### src/rtl/wb_arb_pkg.sv
// Shared definitions for the register-file writeback arbiter.
//   - Source identifiers used by the round-robin pointer.
//   - Reset value of the round-robin pointer.
//   - Grant encoding, exposed internally so a checker can observe the winner.
// A held writeback slot is represented by its three fields (valid, rd, data).
// Those fields are carried as separate signals because their widths follow
// the DATA_W/ADDR_W parameters of the instantiating module.
package wb_arb_pkg;

  localparam logic SRC_ALU  = 1'b0;
  localparam logic SRC_MEM  = 1'b1;

  // After reset the ALU source wins the first contested round.
  localparam logic RR_RESET = SRC_ALU;

  typedef enum logic [1:0] {
    GNT_NONE = 2'd0,
    GNT_ALU  = 2'd1,
    GNT_MEM  = 2'd2
  } grant_e;

endpackage

### src/rtl/wb_hold_slot.sv
// One-entry holding slot for a single writeback source.
// Ports:
//   clk, rst            clock, synchronous active-high reset
//   valid, rd, data     incoming writeback request
//   grant               arbiter has picked this slot this cycle
//   ready               slot can accept this cycle
//   held_valid/rd/data  current slot contents
//   load                a non-zero-index request is captured at this edge
// Handshake: a transfer happens when valid & ready are both high at a
// posedge. ready never looks at valid; it only depends on reset, the slot
// occupancy and the grant, so a granted slot can refill on the same edge.
module wb_hold_slot #(
  parameter int DATA_W = 32,
  parameter int ADDR_W = 5
) (
  input  logic              clk,
  input  logic              rst,
  input  logic              valid,
  input  logic [ADDR_W-1:0] rd,
  input  logic [DATA_W-1:0] data,
  input  logic              grant,
  output logic              ready,
  output logic              held_valid,
  output logic [ADDR_W-1:0] held_rd,
  output logic [DATA_W-1:0] held_data,
  output logic              load
);

  assign ready = ~rst & (~held_valid | grant);

  // A write to register 0 is accepted but dropped: it never occupies the slot.
  assign load = valid & ready & (rd != '0);

  always_ff @(posedge clk) begin
    if (rst) begin
      held_valid <= 1'b0;
      held_rd    <= '0;
      held_data  <= '0;
    end else if (load) begin
      held_valid <= 1'b1;
      held_rd    <= rd;
      held_data  <= data;
    end else if (grant) begin
      held_valid <= 1'b0;
    end
  end

endmodule

### src/rtl/regfile_wb_arbiter.sv
// Arbitrates the single register-file write port between ALU writebacks and
// memory-load writebacks.
// Ports:
//   clk_i, rst_i                      clock, synchronous active-high reset
//   alu_valid_i/alu_rd_i/alu_data_i   ALU request, alu_ready_o accept
//   mem_valid_i/mem_rd_i/mem_data_i   load request, mem_ready_o accept
//   reg_write_o/rd_index_o/wb_data_o  registered register-file write port
//   busy_mask_o                       registers with a write held or on the port
// Each source owns a one-entry slot. The grant is combinational from the held
// slots only; the winner is registered onto the port at the next edge and its
// slot is freed on that same edge.
module regfile_wb_arbiter
  import wb_arb_pkg::*;
#(
  parameter int DATA_W = 32,
  parameter int ADDR_W = 5
) (
  input  logic                 clk_i,
  input  logic                 rst_i,
  input  logic                 alu_valid_i,
  input  logic [ADDR_W-1:0]    alu_rd_i,
  input  logic [DATA_W-1:0]    alu_data_i,
  output logic                 alu_ready_o,
  input  logic                 mem_valid_i,
  input  logic [ADDR_W-1:0]    mem_rd_i,
  input  logic [DATA_W-1:0]    mem_data_i,
  output logic                 mem_ready_o,
  output logic                 reg_write_o,
  output logic [ADDR_W-1:0]    rd_index_o,
  output logic [DATA_W-1:0]    wb_data_o,
  output logic [2**ADDR_W-1:0] busy_mask_o
);

  localparam int NREG = 2**ADDR_W;

  logic              alu_v, mem_v;
  logic [ADDR_W-1:0] alu_rd, mem_rd;
  logic [DATA_W-1:0] alu_data, mem_data;
  logic              alu_load, mem_load;
  logic              alu_grant, mem_grant;
  grant_e            grant;

  // rr_ptr names the source that wins the next contested round with
  // different destinations. mem_older is only meaningful while both slots
  // are held: it says the memory entry was accepted first.
  logic              rr_ptr;
  logic              mem_older;
  logic [NREG-1:0]   busy;

  wb_hold_slot #(.DATA_W(DATA_W), .ADDR_W(ADDR_W)) u_alu_slot (
    .clk        (clk_i),
    .rst        (rst_i),
    .valid      (alu_valid_i),
    .rd         (alu_rd_i),
    .data       (alu_data_i),
    .grant      (alu_grant),
    .ready      (alu_ready_o),
    .held_valid (alu_v),
    .held_rd    (alu_rd),
    .held_data  (alu_data),
    .load       (alu_load)
  );

  wb_hold_slot #(.DATA_W(DATA_W), .ADDR_W(ADDR_W)) u_mem_slot (
    .clk        (clk_i),
    .rst        (rst_i),
    .valid      (mem_valid_i),
    .rd         (mem_rd_i),
    .data       (mem_data_i),
    .grant      (mem_grant),
    .ready      (mem_ready_o),
    .held_valid (mem_v),
    .held_rd    (mem_rd),
    .held_data  (mem_data),
    .load       (mem_load)
  );

  // Same destination: the older entry must go first so the register file
  // sees writes in acceptance order. Otherwise plain round-robin.
  always_comb begin
    grant = GNT_NONE;
    if (alu_v && mem_v) begin
      if (alu_rd == mem_rd) begin
        grant = mem_older ? GNT_MEM : GNT_ALU;
      end else begin
        grant = (rr_ptr == SRC_ALU) ? GNT_ALU : GNT_MEM;
      end
    end else if (alu_v) begin
      grant = GNT_ALU;
    end else if (mem_v) begin
      grant = GNT_MEM;
    end
  end

  assign alu_grant = (grant == GNT_ALU);
  assign mem_grant = (grant == GNT_MEM);

  always_ff @(posedge clk_i) begin
    if (rst_i) begin
      rr_ptr      <= RR_RESET;
      mem_older   <= 1'b0;
      reg_write_o <= 1'b0;
      rd_index_o  <= '0;
      wb_data_o   <= '0;
    end else begin
      unique case (grant)
        GNT_ALU: begin
          reg_write_o <= 1'b1;
          rd_index_o  <= alu_rd;
          wb_data_o   <= alu_data;
          rr_ptr      <= SRC_MEM;
        end
        GNT_MEM: begin
          reg_write_o <= 1'b1;
          rd_index_o  <= mem_rd;
          wb_data_o   <= mem_data;
          rr_ptr      <= SRC_ALU;
        end
        default: begin
          reg_write_o <= 1'b0;
        end
      endcase

      // Age tracking: simultaneous acceptance counts the ALU entry as older.
      // A new entry is younger than whatever stays held in the other slot.
      if (alu_load && mem_load) begin
        mem_older <= 1'b0;
      end else if (alu_load && mem_v && !mem_grant) begin
        mem_older <= 1'b1;
      end else if (mem_load && alu_v && !alu_grant) begin
        mem_older <= 1'b0;
      end
    end
  end

  // Built only from registered state, so it changes on the same edges as
  // the slots and the output stage. Slots never hold index 0, but bit 0 is
  // forced low anyway so the hazard logic can rely on it.
  always_comb begin
    busy = '0;
    if (alu_v)       busy[alu_rd]     = 1'b1;
    if (mem_v)       busy[mem_rd]     = 1'b1;
    if (reg_write_o) busy[rd_index_o] = 1'b1;
    busy[0] = 1'b0;
  end

  assign busy_mask_o = busy;

endmodule
### config.mk
export PLATFORM = sky130hd
export DESIGN_NAME = regfile_wb_arbiter
export DESIGN_NICKNAME = d
export VERILOG_FILES = /design/src/rtl/wb_arb_pkg.sv /design/src/rtl/wb_hold_slot.sv /design/src/rtl/regfile_wb_arbiter.sv
export SDC_FILE = /design/constraint.sdc
export NUM_CORES = 1
export LEC_CHECK = 0
export BUFFER_PORTS_ARGS = -buffer_cell sky130_fd_sc_hd__buf_2
export CELL_PAD_IN_SITES_DETAIL_PLACEMENT = 0
export CELL_PAD_IN_SITES_GLOBAL_PLACEMENT = 1
export CORE_MARGIN = 2
export CORE_UTILIZATION = 35
export DETAILED_ROUTE_END_ITERATION = 7
export PLACE_DENSITY_LB_ADDON = 0.05
export SLEW_MARGIN = 20
export SYNTH_ARGS = -nofsm -noshare
export SYNTH_HDL_FRONTEND = slang
export SYNTH_SLANG_ARGS = --single-unit
### constraint.sdc
create_clock -name clk_i -period 2.9 [get_ports clk_i]
set_input_delay 0.58 -clock clk_i [delete_from_list [all_inputs] [get_ports clk_i]]
set_output_delay 0.58 -clock clk_i [all_outputs]
set_load 0.01 [all_outputs]
==> results.sh <==
export IMPL_seq_area_frac_synth_pct=40.79
export IMPL_peakVddDrop_mv=0.4232
export IMPL_hold_viol=0
export IMPL_wirelength_mm=18.93
export IMPL_die_x_um=131.5
export IMPL_rsz0062_at_grt="yes"
export IMPL_layout_nets=953
export IMPL_p_leak_nw=3.082
export IMPL_cap_violations=0
export IMPL_drc=0
export IMPL_r2r_cells=9
export IMPL_synthCells=755
export IMPL_dp_hpwl_mm=11.91
export IMPL_firstDrtPassIters=5
export IMPL_crit_fanout=3
export IMPL_finish_utilization_pct=46.20
export IMPL_drt_iter0_markers=365
export IMPL_drive_above_1_share_pct=26.07
export IMPL_setup_viol=0
export IMPL_worstPathRequired_ps=2320
export IMPL_dr_wl_met2_mm=8.809
export IMPL_cts_sinks=116
export IMPL_skew_ps=7.026
export IMPL_numCtsBuffers=17
export IMPL_r2r_start="u_alu_slot.held_rd[2]"
export IMPL_htreeDepth=4
export IMPL_synth_fp_nets=835
export IMPL_antenna_found_initial=3
export IMPL_wl_met3_mm=1.276
export IMPL_max_slew_margin_pct=37.21
export IMPL_power_mw=4.475
export IMPL_synth_cell_types=36
export IMPL_wl_per_cell_um=17.16
export IMPL_timing_hold_ws_ps=405.9
export IMPL_worst_slack_ps=54.88
export IMPL_r2r_slack_ps=360
export IMPL_dpl_instance_area_um2=6578
export IMPL_endpoint_kind="primary output"
export IMPL_root_buffer="clkbuf_16"
export IMPL_min_path_cells=3
export IMPL_area_delta_synth_final_pct=28.90
export IMPL_grt_total_usage_pct=21.83
export IMPL_p_per_area_nw_per_um2=609.8
export IMPL_start_util_pct=35.84
export IMPL_ys_ff_latch=116
export IMPL_clkTransAtPathRegs_ps=60
export IMPL_coreArea_um2=15890
export IMPL_grt_remaining_overflow=0
export IMPL_cp_arrival_ps=2270
export IMPL_first_global_vias=5790
export IMPL_synthesis_area_per_instance_um2=7.540
export IMPL_worst_pin_slew_ps=941.9
export IMPL_grt_max_degree=90
export IMPL_dp_cells=1068
export IMPL_fmax_mhz=351.5
export IMPL_netlist_area_um2=5693
export IMPL_post_route_min_period_ps=2845
export IMPL_min_delay_start="mem_data_i[27]"
export IMPL_clk_path_buf_depth=2
export IMPL_clk_latency_ps=420
export IMPL_port_buffers=148
export IMPL_routed_top_layer="met5"
export IMPL_synth_yosys_warnings=0
export IMPL_die_area_um2=17300
export IMPL_post_place_ws_ps=-17.45
export IMPL_fin_crit_sh_pct=98.11
export IMPL_routabilityCongestion=0.8290
export IMPL_fin_setup_tns_ps=0
export IMPL_worst_setup_path_type="reg2out"
export IMPL_cts_tree="yes"
export IMPL_io_pins=150
export IMPL_drv_slew=0
export IMPL_m1WireLength_mm=8.612
export IMPL_via_per_inst=5.348
export IMPL_setup_worst_path_start_class="register"
export IMPL_grt_pass1_wl_mm=30.46
export IMPL_stdcell_area_um2=7338
export IMPL_status="completed"
export IMPL_hp_class="in2reg"
export IMPL_die_h_um=131.5
export IMPL_timing_rr_end="u_mem_slot.held_data[17]"
export IMPL_fin_cells=1103
export IMPL_vias=5899
export IMPL_ant_nets=0
export IMPL_rows=46
export IMPL_hold_buffers=0
export IMPL_min_to="u_mem_slot.held_data[27]"
[cells by family after synthesis]
kind of cell             Yosys count  synth area share (%)
AO/OA/AOI/OAI                    229                 21.96
XOR/XNOR                           1                0.1539
adder cells (fa/ha/maj)            2                0.4395
buffers and inverters             79                 6.615
flip-flops                       116                 40.79
multiplexers                      37                 6.506
other                              1               0.06587
AND/OR/NAND/NOR                  290                 23.47
[registers in the layout (all words and copies together), names as in the netlist]
name                   flops
mem_older                  1
rd_index_o                 5
reg_write_o                1
rr_ptr                     1
u_alu_slot.held_data      32
u_alu_slot.held_rd         5
u_alu_slot.held_valid      1
u_mem_slot.held_data      32
u_mem_slot.held_rd         5
u_mem_slot.held_valid      1
wb_data_o                 32
[power breakdown]
part           total, mW  switching [mW]  internal, mW
Clock               2.22           0.765          1.46
Sequential          1.71          0.0474          1.67
Combinational      0.540           0.328         0.212
Total               4.47            1.14          3.34
[placed cells by master (no fill, tap or decap), drive strengths merged, types with 11 or more instances in the layout]
cell | netlist | routed
buf | 41 | 172
dfxtp | 116 | 116
clkbuf | 32 | 19
nand3 | 67 | 67
a21oi | 114 | 114
a22oi | 28 | 28
nor3b | 11 | 11
o21ai | 76 | 76
nor2 | 95 | 95
mux2i | 37 | 37
nand2 | 78 | 78
[synth_stat cells]
| cell | count | area share (%) |
|---|---|---|
| a211o_1 | 1 | 0.15 |
| a211oi_1 | 1 | 0.13 |
| a21oi_1 | 114 | 10 |
| a222oi_1 | 3 | 0.53 |
| a22oi_1 | 28 | 3.7 |
| a31oi_1 | 3 | 0.33 |
| and2_1 | 2 | 0.22 |
| and3_1 | 10 | 1.1 |
| and3b_1 | 6 | 0.92 |
| and4_1 | 1 | 0.15 |
| buf_1 | 5 | 0.33 |
| buf_2 | 25 | 2.2 |
| buf_4 | 9 | 1.2 |
| buf_6 | 2 | 0.40 |
| clkbuf_1 | 32 | 2.1 |
| conb_1 | 1 | 0.066 |
| dfxtp_1 | 116 | 41 |
| ha_1 | 2 | 0.44 |
| inv_1 | 6 | 0.40 |
| mux2i_1 | 37 | 6.5 |
| nand2_1 | 78 | 5.1 |
| nand2b_1 | 2 | 0.22 |
| nand3_1 | 67 | 5.9 |
| nor2_1 | 95 | 6.3 |
| nor2b_1 | 9 | 0.99 |
| nor3_1 | 4 | 0.35 |
| nor3_2 | 2 | 0.35 |
| nor3b_1 | 10 | 1.3 |
| nor3b_2 | 1 | 0.22 |
| nor4_1 | 3 | 0.33 |
| o211ai_1 | 1 | 0.13 |
| o21ai_0 | 62 | 5.5 |
| o21ai_1 | 14 | 1.2 |
| o31a_1 | 1 | 0.15 |
| o31ai_1 | 1 | 0.13 |
| xnor2_1 | 1 | 0.15 |
[worst max-delay path, cell delays in order, from the launching register on]
cell     delay (ps)
dfxtp_2         340
nor2b_4         140
nor4_4          310
a31oi_2         160
o31a_1          350
ha_4            190
nor2b_4         150
nor2_2           50
buf_2           150
[metal layers]
layer	track usage, %	vias to the layer above
met3	7.060	20
met2	35.51	204
met5	0	-
met4	5.797	4
met1	27.88	2796
li1	-	2875
[worst max path at each step]
stage	from	to	slack, ps	cells after the start
2_1_floorplan	u_alu_slot.held_rd[0]	mem_ready_o	430	9
6_report	u_alu_slot.held_rd[2]	mem_ready_o	50	8
3_5_place_dp	u_mem_slot.held_rd[0]	u_mem_slot.held_data[9]	-20	9
5_1_grt	u_alu_slot.held_rd[2]	mem_ready_o	-20	8
3_3_place_gp	u_alu_slot.held_rd[0]	u_mem_slot.held_data[20]	140	9
4_1_cts	u_alu_slot.held_rd[3]	mem_ready_o	20	8
[area by class of cell]
type                            count  area [um^2]
Clock buffer                       19        442.9
Inverter                            6        22.52
Sequential cell                   116         2336
Fill cell                        1645         8547
Antenna cell                        1        2.502
Clock inverter                     13        180.2
Multi-Input combinational cell    560         3110
Tap cell                          216        270.3
Timing Repair Buffer              172        973.4
[timing repair]
item,CTS,global route
pin swaps,1,5
buffers inserted,0,2
endpoints found under the hold margin,0,0
gates resized for setup,10,22
endpoints found under the setup margin,9,40
(Power assumes the default switching activity.)
